--- config.mk ---
export PLATFORM = sky130hd
export DESIGN_NAME = disk_sector_bridge
export DESIGN_NICKNAME = d
export VERILOG_FILES = /design/src/rtl/disk_sector_bridge_pkg.sv /design/src/rtl/disk_sector_bridge_sector_ram.sv /design/src/rtl/disk_sector_bridge.sv
export SDC_FILE = /design/constraint.sdc
export NUM_CORES = 2
export LEC_CHECK = 0
export BUFFER_PORTS_ARGS = -buffer_cell sky130_fd_sc_hd__buf_2
export CORE_MARGIN = 8
export CORE_UTILIZATION = 30
export DETAILED_ROUTE_END_ITERATION = 16
export GPL_TIMING_DRIVEN = 0
export PLACE_DENSITY = 0.45
export SLEW_MARGIN = 20
export SYNTH_ARGS = -nofsm -noshare
export SYNTH_HDL_FRONTEND = slang
export SYNTH_SLANG_ARGS = --single-unit
--- constraint.sdc ---
create_clock -name clk -period 9 [get_ports clk]
set_input_delay 1.35 -clock clk [delete_from_list [all_inputs] [get_ports clk]]
set_output_delay 1.35 -clock clk [all_outputs]
set_load 0.1 [all_outputs]
--- src/rtl/disk_sector_bridge_pkg.sv ---
// disk_sector_bridge_pkg: shared command codes, status bit positions and FSM encoding
package disk_sector_bridge_pkg;
    localparam logic [1:0] CMD_IDLE = 2'b00;
    localparam logic [1:0] CMD_READ = 2'b01;
    localparam logic [1:0] CMD_WRITE = 2'b10;
    localparam logic [31:0] CR_IDLE = {CMD_IDLE, 30'd0};
    localparam int SR_ACK = 0;
    localparam int SR_ERR = 1;
    localparam logic [7:0] EMPTY_BYTE = 8'hE5;
    typedef enum logic [2:0] {S_IDLE, S_RD_HOST, S_RD_DRAIN, S_WR_FILL, S_WR_HOST} state_t;
    function automatic logic [31:0] make_cr(input logic [1:0] cmd, input logic drive, input logic [28:0] lba);
        return {cmd, drive, lba};
    endfunction
endpackage

--- src/rtl/disk_sector_bridge_sector_ram.sv ---
// disk_sector_bridge_sector_ram: one-sector byte buffer, synchronous write and registered read
module disk_sector_bridge_sector_ram #(
    parameter int DEPTH = 512,
    parameter int AW = $clog2(DEPTH)
) (
    input  logic          clk,
    input  logic          we,
    input  logic [AW-1:0] addr,
    input  logic [7:0]    wdata,
    output logic [7:0]    rdata
);
    logic [7:0] mem [DEPTH];
    always_ff @(posedge clk) begin
        if (we) mem[addr] <= wdata;
        rdata <= mem[addr];
    end
endmodule

--- src/rtl/disk_sector_bridge.sv ---
// disk_sector_bridge: buffers one sector between the FDC byte stream and the CtrlModule disk port
module disk_sector_bridge
    import disk_sector_bridge_pkg::*;
#(
    parameter int SECTOR_BYTES = 512,
    parameter int LBA_W = 20,
    parameter int TIMEOUT = 16000000
) (
    input  logic             clk,
    input  logic             reset_n,
    input  logic             fdc_req_rd,
    input  logic             fdc_req_wr,
    input  logic [LBA_W-1:0] fdc_lba,
    input  logic             fdc_drive,
    output logic             fdc_busy,
    output logic             fdc_error,
    output logic             fdc_data_ready,
    input  logic             fdc_rd_strobe,
    output logic [7:0]       fdc_rd_data,
    input  logic             fdc_wr_strobe,
    input  logic [7:0]       fdc_wr_data,
    output logic [31:0]      disk_cr,
    input  logic [31:0]      disk_sr,
    input  logic [7:0]       disk_data_in,
    input  logic             disk_data_clkin,
    output logic [7:0]       disk_data_out,
    output logic             disk_data_clkout
);
    localparam int PW = $clog2(SECTOR_BYTES);
    localparam int CW = $clog2(TIMEOUT + 1);
    localparam logic [PW:0] FULL = (PW + 1)'(SECTOR_BYTES);
    localparam logic [PW:0] LAST = FULL - 1'b1;
    localparam logic [CW-1:0] TO_LAST = CW'(TIMEOUT - 1);

    state_t state_q, state_d;
    logic [PW:0] ptr_q, ptr_d, ptr_n;
    logic [CW-1:0] cnt_q, cnt_d;
    logic [31:0] cr_q, cr_d;
    logic [LBA_W-1:0] lba_q, lba_d;
    logic drive_q, drive_d, busy_q, busy_d, err_q, err_d, rdy_q, rdy_d;
    logic ack_prev, ack_armed, ack, host_byte, timed_out;
    logic rd_pend_q, rd_pend_d, out_pend_q, out_pend_d;
    logic [7:0] rd_hold_q, rd_hold_d, out_hold_q, out_hold_d;
    logic ram_we;
    logic [7:0] ram_wdata, ram_q;
    logic unused_sr;

    disk_sector_bridge_sector_ram #(.DEPTH(SECTOR_BYTES)) u_ram (
        .clk(clk), .we(ram_we), .addr(ptr_q[PW-1:0]), .wdata(ram_wdata), .rdata(ram_q)
    );

    always_comb begin
        ack = ack_armed && (disk_sr[SR_ACK] != ack_prev);
        host_byte = disk_data_clkin && !ptr_q[PW];
        ptr_n = host_byte ? ptr_q + 1'b1 : ptr_q;
        timed_out = (state_q == S_RD_HOST || state_q == S_WR_HOST) && !ack && !disk_data_clkin && cnt_q == TO_LAST;
        state_d = state_q;
        ptr_d = ptr_q;
        cnt_d = disk_data_clkin ? '0 : cnt_q + 1'b1;
        cr_d = cr_q;
        lba_d = lba_q;
        drive_d = drive_q;
        busy_d = busy_q;
        err_d = err_q;
        rdy_d = rdy_q;
        rd_pend_d = 1'b0;
        out_pend_d = 1'b0;
        rd_hold_d = rd_pend_q ? ram_q : rd_hold_q;
        out_hold_d = out_pend_q ? ram_q : out_hold_q;
        ram_we = 1'b0;
        ram_wdata = disk_data_in;
        case (state_q)
            S_IDLE: begin
                if (fdc_req_wr && !fdc_req_rd) begin
                    state_d = S_WR_FILL;
                    lba_d = fdc_lba;
                    drive_d = fdc_drive;
                    ptr_d = '0;
                    busy_d = 1'b0;
                    err_d = 1'b0;
                end else if (fdc_rd_strobe && !fdc_req_rd) rd_hold_d = EMPTY_BYTE;
            end
            // the byte arriving with the ack is stored before the length is judged
            S_RD_HOST: begin
                ram_we = host_byte;
                ptr_d = ptr_n;
                if (ack) begin
                    cr_d = CR_IDLE;
                    busy_d = 1'b0;
                    if (!disk_sr[SR_ERR] && ptr_n == FULL) begin
                        state_d = S_RD_DRAIN;
                        ptr_d = '0;
                        rdy_d = 1'b1;
                    end else begin
                        err_d = 1'b1;
                        state_d = S_IDLE;
                    end
                end
            end
            S_RD_DRAIN: begin
                if (fdc_rd_strobe) begin
                    rd_pend_d = 1'b1;
                    ptr_d = ptr_q + 1'b1;
                    if (ptr_q == LAST) begin
                        rdy_d = 1'b0;
                        ptr_d = '0;
                        state_d = S_IDLE;
                    end
                end
            end
            S_WR_FILL: begin
                if (fdc_wr_strobe) begin
                    ram_we = 1'b1;
                    ram_wdata = fdc_wr_data;
                    ptr_d = ptr_q + 1'b1;
                    if (ptr_q == LAST) begin
                        ptr_d = '0;
                        cr_d = make_cr(CMD_WRITE, drive_q, 29'(lba_q));
                        busy_d = 1'b1;
                        cnt_d = '0;
                        state_d = S_WR_HOST;
                    end
                end
            end
            S_WR_HOST: begin
                out_pend_d = host_byte;
                ptr_d = ptr_n;
                if (ack) begin
                    cr_d = CR_IDLE;
                    busy_d = 1'b0;
                    err_d = disk_sr[SR_ERR] || ptr_n != FULL;
                    state_d = S_IDLE;
                end
            end
            default: state_d = S_IDLE;
        endcase
        if (timed_out) begin
            cr_d = CR_IDLE;
            err_d = 1'b1;
            busy_d = 1'b0;
            state_d = S_IDLE;
        end
        if (fdc_req_rd && (state_q == S_IDLE || state_q == S_RD_DRAIN)) begin
            state_d = S_RD_HOST;
            lba_d = fdc_lba;
            drive_d = fdc_drive;
            ptr_d = '0;
            cnt_d = '0;
            cr_d = make_cr(CMD_READ, fdc_drive, 29'(fdc_lba));
            busy_d = 1'b1;
            err_d = 1'b0;
            rdy_d = 1'b0;
            rd_pend_d = 1'b0;
        end
    end

    always_ff @(posedge clk or negedge reset_n) begin
        if (!reset_n) begin
            state_q <= S_IDLE;
            ptr_q <= '0;
            cnt_q <= '0;
            cr_q <= CR_IDLE;
            lba_q <= '0;
            drive_q <= 1'b0;
            busy_q <= 1'b0;
            err_q <= 1'b0;
            rdy_q <= 1'b0;
            rd_pend_q <= 1'b0;
            out_pend_q <= 1'b0;
            rd_hold_q <= 8'd0;
            out_hold_q <= 8'd0;
            ack_prev <= 1'b0;
            ack_armed <= 1'b0;
        end else begin
            state_q <= state_d;
            ptr_q <= ptr_d;
            cnt_q <= cnt_d;
            cr_q <= cr_d;
            lba_q <= lba_d;
            drive_q <= drive_d;
            busy_q <= busy_d;
            err_q <= err_d;
            rdy_q <= rdy_d;
            rd_pend_q <= rd_pend_d;
            out_pend_q <= out_pend_d;
            rd_hold_q <= rd_hold_d;
            out_hold_q <= out_hold_d;
            ack_prev <= disk_sr[SR_ACK];
            ack_armed <= 1'b1;
        end
    end

    assign fdc_busy = busy_q;
    assign fdc_error = err_q;
    assign fdc_data_ready = rdy_q;
    assign fdc_rd_data = rd_pend_q ? ram_q : rd_hold_q;
    assign disk_cr = cr_q;
    assign disk_data_out = out_pend_q ? ram_q : out_hold_q;
    assign disk_data_clkout = out_pend_q;
    assign unused_sr = ^disk_sr[31:2];
endmodule

* Word-level counts from Yosys, hierarchy flattened
Memories as Yosys holds them, arrays and structs flattened. A register that Yosys moved wholly into a read port is not among the register bits.
Cells that the tools add are included.
** Word-level totals
- Flip-flop bits (word level) :: 113
- RAM bits :: 4096
- Input port bits :: 76
- Output and inout port bits :: 52
- Word-level logic and storage cells :: 146
- Memories kept :: 1
** Operators by class
- Add/subtract/negate cells :: 2
- Eq/ne operators :: 24
- Mux-type cells :: 71
- Reductions and logical operators :: 33
** Memory list
- u_ram.mem :: depth 512, bits a word 8, read ports 1, clocked after Yosys merged registers in 1, write ports 1, line disk_sector_bridge_sector_ram.sv:12 : logic [7:0] mem [DEPTH];
** Operator list (count)
- $mux 32 :: 5
- $mux 24 :: 5
- $mux 10 :: 8
- $pmux 32 s2 :: 1
- $mux 20 :: 3
- $mux 8 :: 7
- $pmux 10 s5 :: 1
- $mux 3 :: 9
- $mux 1 :: 26
- $add 24x1->24 const B :: 1
- $eq 24x24->1 const B :: 1
- $ne 4x3->1 const B :: 6
- $pmux 3 s5 :: 1
- $reduce_and 5->1 :: 3
- $ne 3x2->1 const B :: 4
- $add 10x1->10 const B :: 1
- $eq 10x10->1 const B :: 1
- $eq 10x9->1 const B :: 1
- $ne 10x10->1 const B :: 1
- $reduce_bool 5->1 :: 2
- $logic_and 1x1->1 :: 9
- $ne 4x4->1 const B :: 2
- $reduce_and 4->1 :: 2
- $reduce_and 7->1 :: 1
- 19 further kinds :: 29

* Longest topological paths before layout
- Depth after elaboration :: 10
- Depth in mapped cells :: 18
- Depth with buffers taken out :: 9

* Modules after synthesis
A second synthesis with hierarchy kept.
** Unflattened totals
- Cells, all modules :: 8066
- Area total of the unflattened synthesis :: 163702.0 sq um
** By module, submodules not included
- disk_sector_bridge_sector_ram :: times used 1, cells an instance 7575, area an instance 158359.4 sq um, sequential area each 123158.1 sq um
- disk_sector_bridge :: times used 1, cells an instance 491, area an instance 5342.6 sq um, sequential area each 2602.5 sq um

* Worst setup path after synthesis
No wires, ideal clock.
- Path type :: in2reg
- Start :: in fdc_wr_strobe
- End :: mem u_ram.mem[0][0], data pin
- Setup time :: 0.912 ns
- Arrival time :: 5.126 ns
- Required time :: 8.088 ns
- Slack :: 2.963 ns
- Stages :: 2
- Path buffers :: 0
- Path through :: nand2_1 -> mux2_2
** Between the ends
- Cells in the longest elaborated chain, start to end :: 2
** Ends and longest elaborated chain
- from (decl) :: line disk_sector_bridge.sv:20 : input logic fdc_wr_strobe,
- $mux 8 :: line disk_sector_bridge.sv:112 : if (fdc_wr_strobe) begin
- $mux 8 :: line disk_sector_bridge.sv:72 : case (state_q)
- via ram_wdata[0] :: line disk_sector_bridge.sv:45 : logic [7:0] ram_wdata, ram_q;
- to (decl) :: line disk_sector_bridge_sector_ram.sv:12
The timed path passes the listed nets, and every way through them passes these cells.

==> flow_metrics.tcl <==
set metrics [dict create \
    fin_crit_ns 9.18 \
    drtPass1Iterations 6 \
    cp_slowest_stage_delay_ns 1.08 \
    clock_skew_ns 0.135 \
    syn2layout_area_growth_pct 18.7 \
    grt_overflow 0 \
    dpl.hpwl_um 657000 \
    p_leak_nw 60.8 \
    post-route-period-util_pct 102 \
    syn_area_um2 164000 \
    power.density_nw_per_um2 349 \
    wl_per_cell_um 56.3 \
    htree_levels 5 \
    io_pins 128 \
    failed_checks "negative setup slack" \
    synth-edff-count 4096 \
    fillCellCount 50153 \
    crit_type "reg -> reg" \
    cts_root_buf "clkbuf_16" \
    worstPathRequired_ns 9.73 \
    yosysSeqAreaShare_pct 76.6 \
    maxCapViolations 0 \
    avgSynthCellArea_um2 21.1 \
    worstPathCellList "buf_2 > buf_4 > buf_2 > buf_2 > buf_2 > buf_4 > mux4_2 > mux2i_1 > o22ai_1 > nor4_1 > nand4_1" \
    track_usage_pct 31.1 \
    gp_congestion 1.03 \
    power_w 0.0679 \
    cts_sinks 4208 \
    first_global_vias 90021 \
    rsz0062_at_grt "no" \
    syn_inst 7759 \
    layout_commonest_cell "edfxtp_1" \
    clk_pin_slew_worst_paths_ns 0.06 \
    grt_pass1_wl_um 1110000 \
    drive_above_1_share_pct 29.5 \
    cp_slowest_cell "buf_2" \
    cp-start-kind "flop" \
    antenna_found_initial 196 \
    die_area_um2 571000 \
    hp-class "in -> async" \
    post-route-drc-count 0 \
    synth_ff_type "edfxtp_1" \
    cts_buffers 457 \
    drt-vias-per-instance 6.15 \
    max_freq_ghz 0.109 \
    yosys_warnings 0 \
    slew_violations 0 \
    end_kind "flop" \
    cp-startpoint "ptr_q[1]$_DFFE_PN0P_" \
    synth_cell_types 77 \
    worst-path-max-fanout 12 \
    clock_latency_ns 1.12 \
    setup_ws_ns -0.179 \
    ir_worst_vdd_uv 237 \
    wl_um 916000 \
    rr_endpoint "u_ram.rdata[0]$_DFF_P_" \
    fp-row-count 271 \
    arrival_ns 9.91 \
    rrSetupSlack_ns -0.18 \
    rr_startpoint "ptr_q[1]$_DFFE_PN0P_" \
    io_buffers 88 \
    ant_nets 0 \
    ys_ff_latch 4208 \
    reg2regPathDepth 11 \
    grt_max_degree 125 \
    post_cts_buffers 0 \
    setup_viol 9 \
    final_nets 8623 \
    tightest_slew_ns 1.41 \
    cpMostUsedCell "buf_2" \
    initial_utilization_pct 30.1 \
    vias 100097 \
    whs_ns 0.150 \
    cts.path.max_buffers 4 \
    die_y_um 756 \
    finalHoldViolations 0 \
    layout_common_cells "4096 x edfxtp_1, 1061 x mux4_2, 508 x nor2_1" \
    async_flop_share_pct 2.47 \
    slew_headroom_pct 3.10 \
    endpoint "u_ram.rdata[0]$_DFF_P_" \
    ctsHoldBuffers 0 \
    drt-initial-drc-count 20664 \
    core-area_um2 545000 \
    cts_tree "built" \
    status "finished, violations left" \
    cts-resized-gates 0 \
    die_w_um 756 \
    fin_tns_setup_ns -0.306 \
]
-- worst max-delay path: cells and delay by family, from the launching register on --
kind	cells	cell delay, ns
muxes	2	0.64
and+or+nand+nor	2	1.79
buffers and inverters	6	4.94
AOI/OAI and AO/OA	1	0.43
DFF	1	0.68
-- Yosys cell counts, types with 5 or more instances --
cell type  number  area share [%]
and3_1         37            0.14
xor2_1         15           0.080
nor3_1         31           0.095
a21oi_1        72            0.22
edfxtp_1     4096              75
dfxtp_1         8           0.098
o211ai_1       12           0.055
or3_1           5           0.019
ha_1            5           0.038
buf_4          66            0.30
mux2i_1       248             1.5
xnor2_1        12           0.064
inv_1           8           0.018
nand4_1        26           0.099
or4_1           7           0.032
o32ai_1        19            0.10
a22o_1         16           0.085
nor2b_1         9           0.034
a22oi_1       113            0.52
buf_2         132            0.40
mux2_2         47            0.32
nand2_1       253            0.58
dfrtp_1       104             1.6
nand2b_1       10           0.038
a31oi_1        22           0.084
o2111ai_1       6           0.032
a211oi_1        8           0.037
o22ai_1        41            0.16
nor2_1        639             1.5
and2_1         10           0.038
a311oi_1        5           0.027
o21ai_0        58            0.18
nand3b_1        6           0.027
nor3b_1         5           0.023
a221oi_1       17           0.091
buf_6          29            0.20
a32oi_1        31            0.17
clkbuf_1      211            0.48
mux4_2       1061              15
nor4_1         19           0.072
buf_1          42           0.096
a2111oi_0       5           0.027
and4_1          7           0.037
nand3_1       109            0.33
-- report_power, final --
group	switching (W)	total, W	internal (W)
Sequential	0.0000973	0.0225	0.0224
Clock	0.00835	0.0189	0.0105
Combinational	0.0199	0.0265	0.00666
-- area by class of cell --
type / instances / area (µm²) / share of cell area (%)
clock inverters: 273 / 2830 / 1.45
well taps: 7234 / 9050 / 4.65
flip-flops and latches: 4208 / 126000 / 64.6
repair buffers: 316 / 5480 / 2.82
plain buffers: 484 / 3020 / 1.55
inverters: 11 / 41.3 / 0.0212
clock buffers: 555 / 11800 / 6.08
multi-input cells: 3064 / 36500 / 18.7
diodes: 118 / 295 / 0.152
-- worst min-delay path by stage --
stage	start	to	slack, ns	cells after the start
2_1_floorplan	cnt_q[0]$_DFF_PN0_	cnt_q[0]$_DFF_PN0_	0.45	1
3_3_place_gp	disk_cr[30]$_DFFE_PN0P_	disk_cr[30]$_DFFE_PN0P_	0.46	2
3_5_place_dp	disk_cr[1]$_DFFE_PN0P_	disk_cr[1]$_DFFE_PN0P_	0.47	2
4_1_cts	reset_n	rd_hold_q[1]$_DFF_PN0_	0.10	1
5_1_grt	reset_n	disk_cr[5]$_DFFE_PN0P_	0.19	1
6_report	reset_n	disk_cr[5]$_DFFE_PN0P_	0.15	1
-- through the flow --
step / utilization, % / instance area (µm²) / worst slack, ns / cells
after global routing: 35.7 / 195000 / 0.500 / 16155
after detailed placement: 33.0 / 180000 / 0.202 / 15316
after floorplan: - / 164000 / 2.96 / 7767
after global placement: 31.9 / 174000 / -3.37 / 15089
after CTS: 35.7 / 194000 / 0.176 / 16144
final: 35.7 / 195000 / -0.179 / 16263
-- kinds of logic after synthesis --
kind of cell,synth area share [%]
DFF,76.6
other,0.00458
muxes,16.5
buffers and inverters,1.55
adders and majority gates,0.0381
and+or+nand+nor,3.14
AOI/OAI and AO/OA,2.01
xor gates and xnor gates,0.144
-- routing by layer --
| layer | vias to the layer above | GRT usage, % | wire length [µm] |
|---|---|---|---|
| li1 | 34024 | - | - |
| met2 | 8882 | 44.7 | 387000 |
| met1 | 55218 | 39.6 | 337000 |
| met4 | 50 | 21.9 | 77600 |
| met3 | 1923 | 10.3 | 114000 |
| met5 | - | 0 | 526 |
-- sequential cells by signal, summed over array words and instances (netlist names) --
register          count
lba_q                20
rd_pend_q             1
out_hold_q            8
ack_armed             1
fdc_busy              1
fdc_error             1
u_ram.rdata           8
fdc_data_ready        1
u_ram.mem          4096
ptr_q                10
state_q               3
cnt_q                24
ack_prev              1
disk_data_clkout      1
disk_cr              23
rd_hold_q             8
drive_q               1
(Power assumes the default switching activity.)
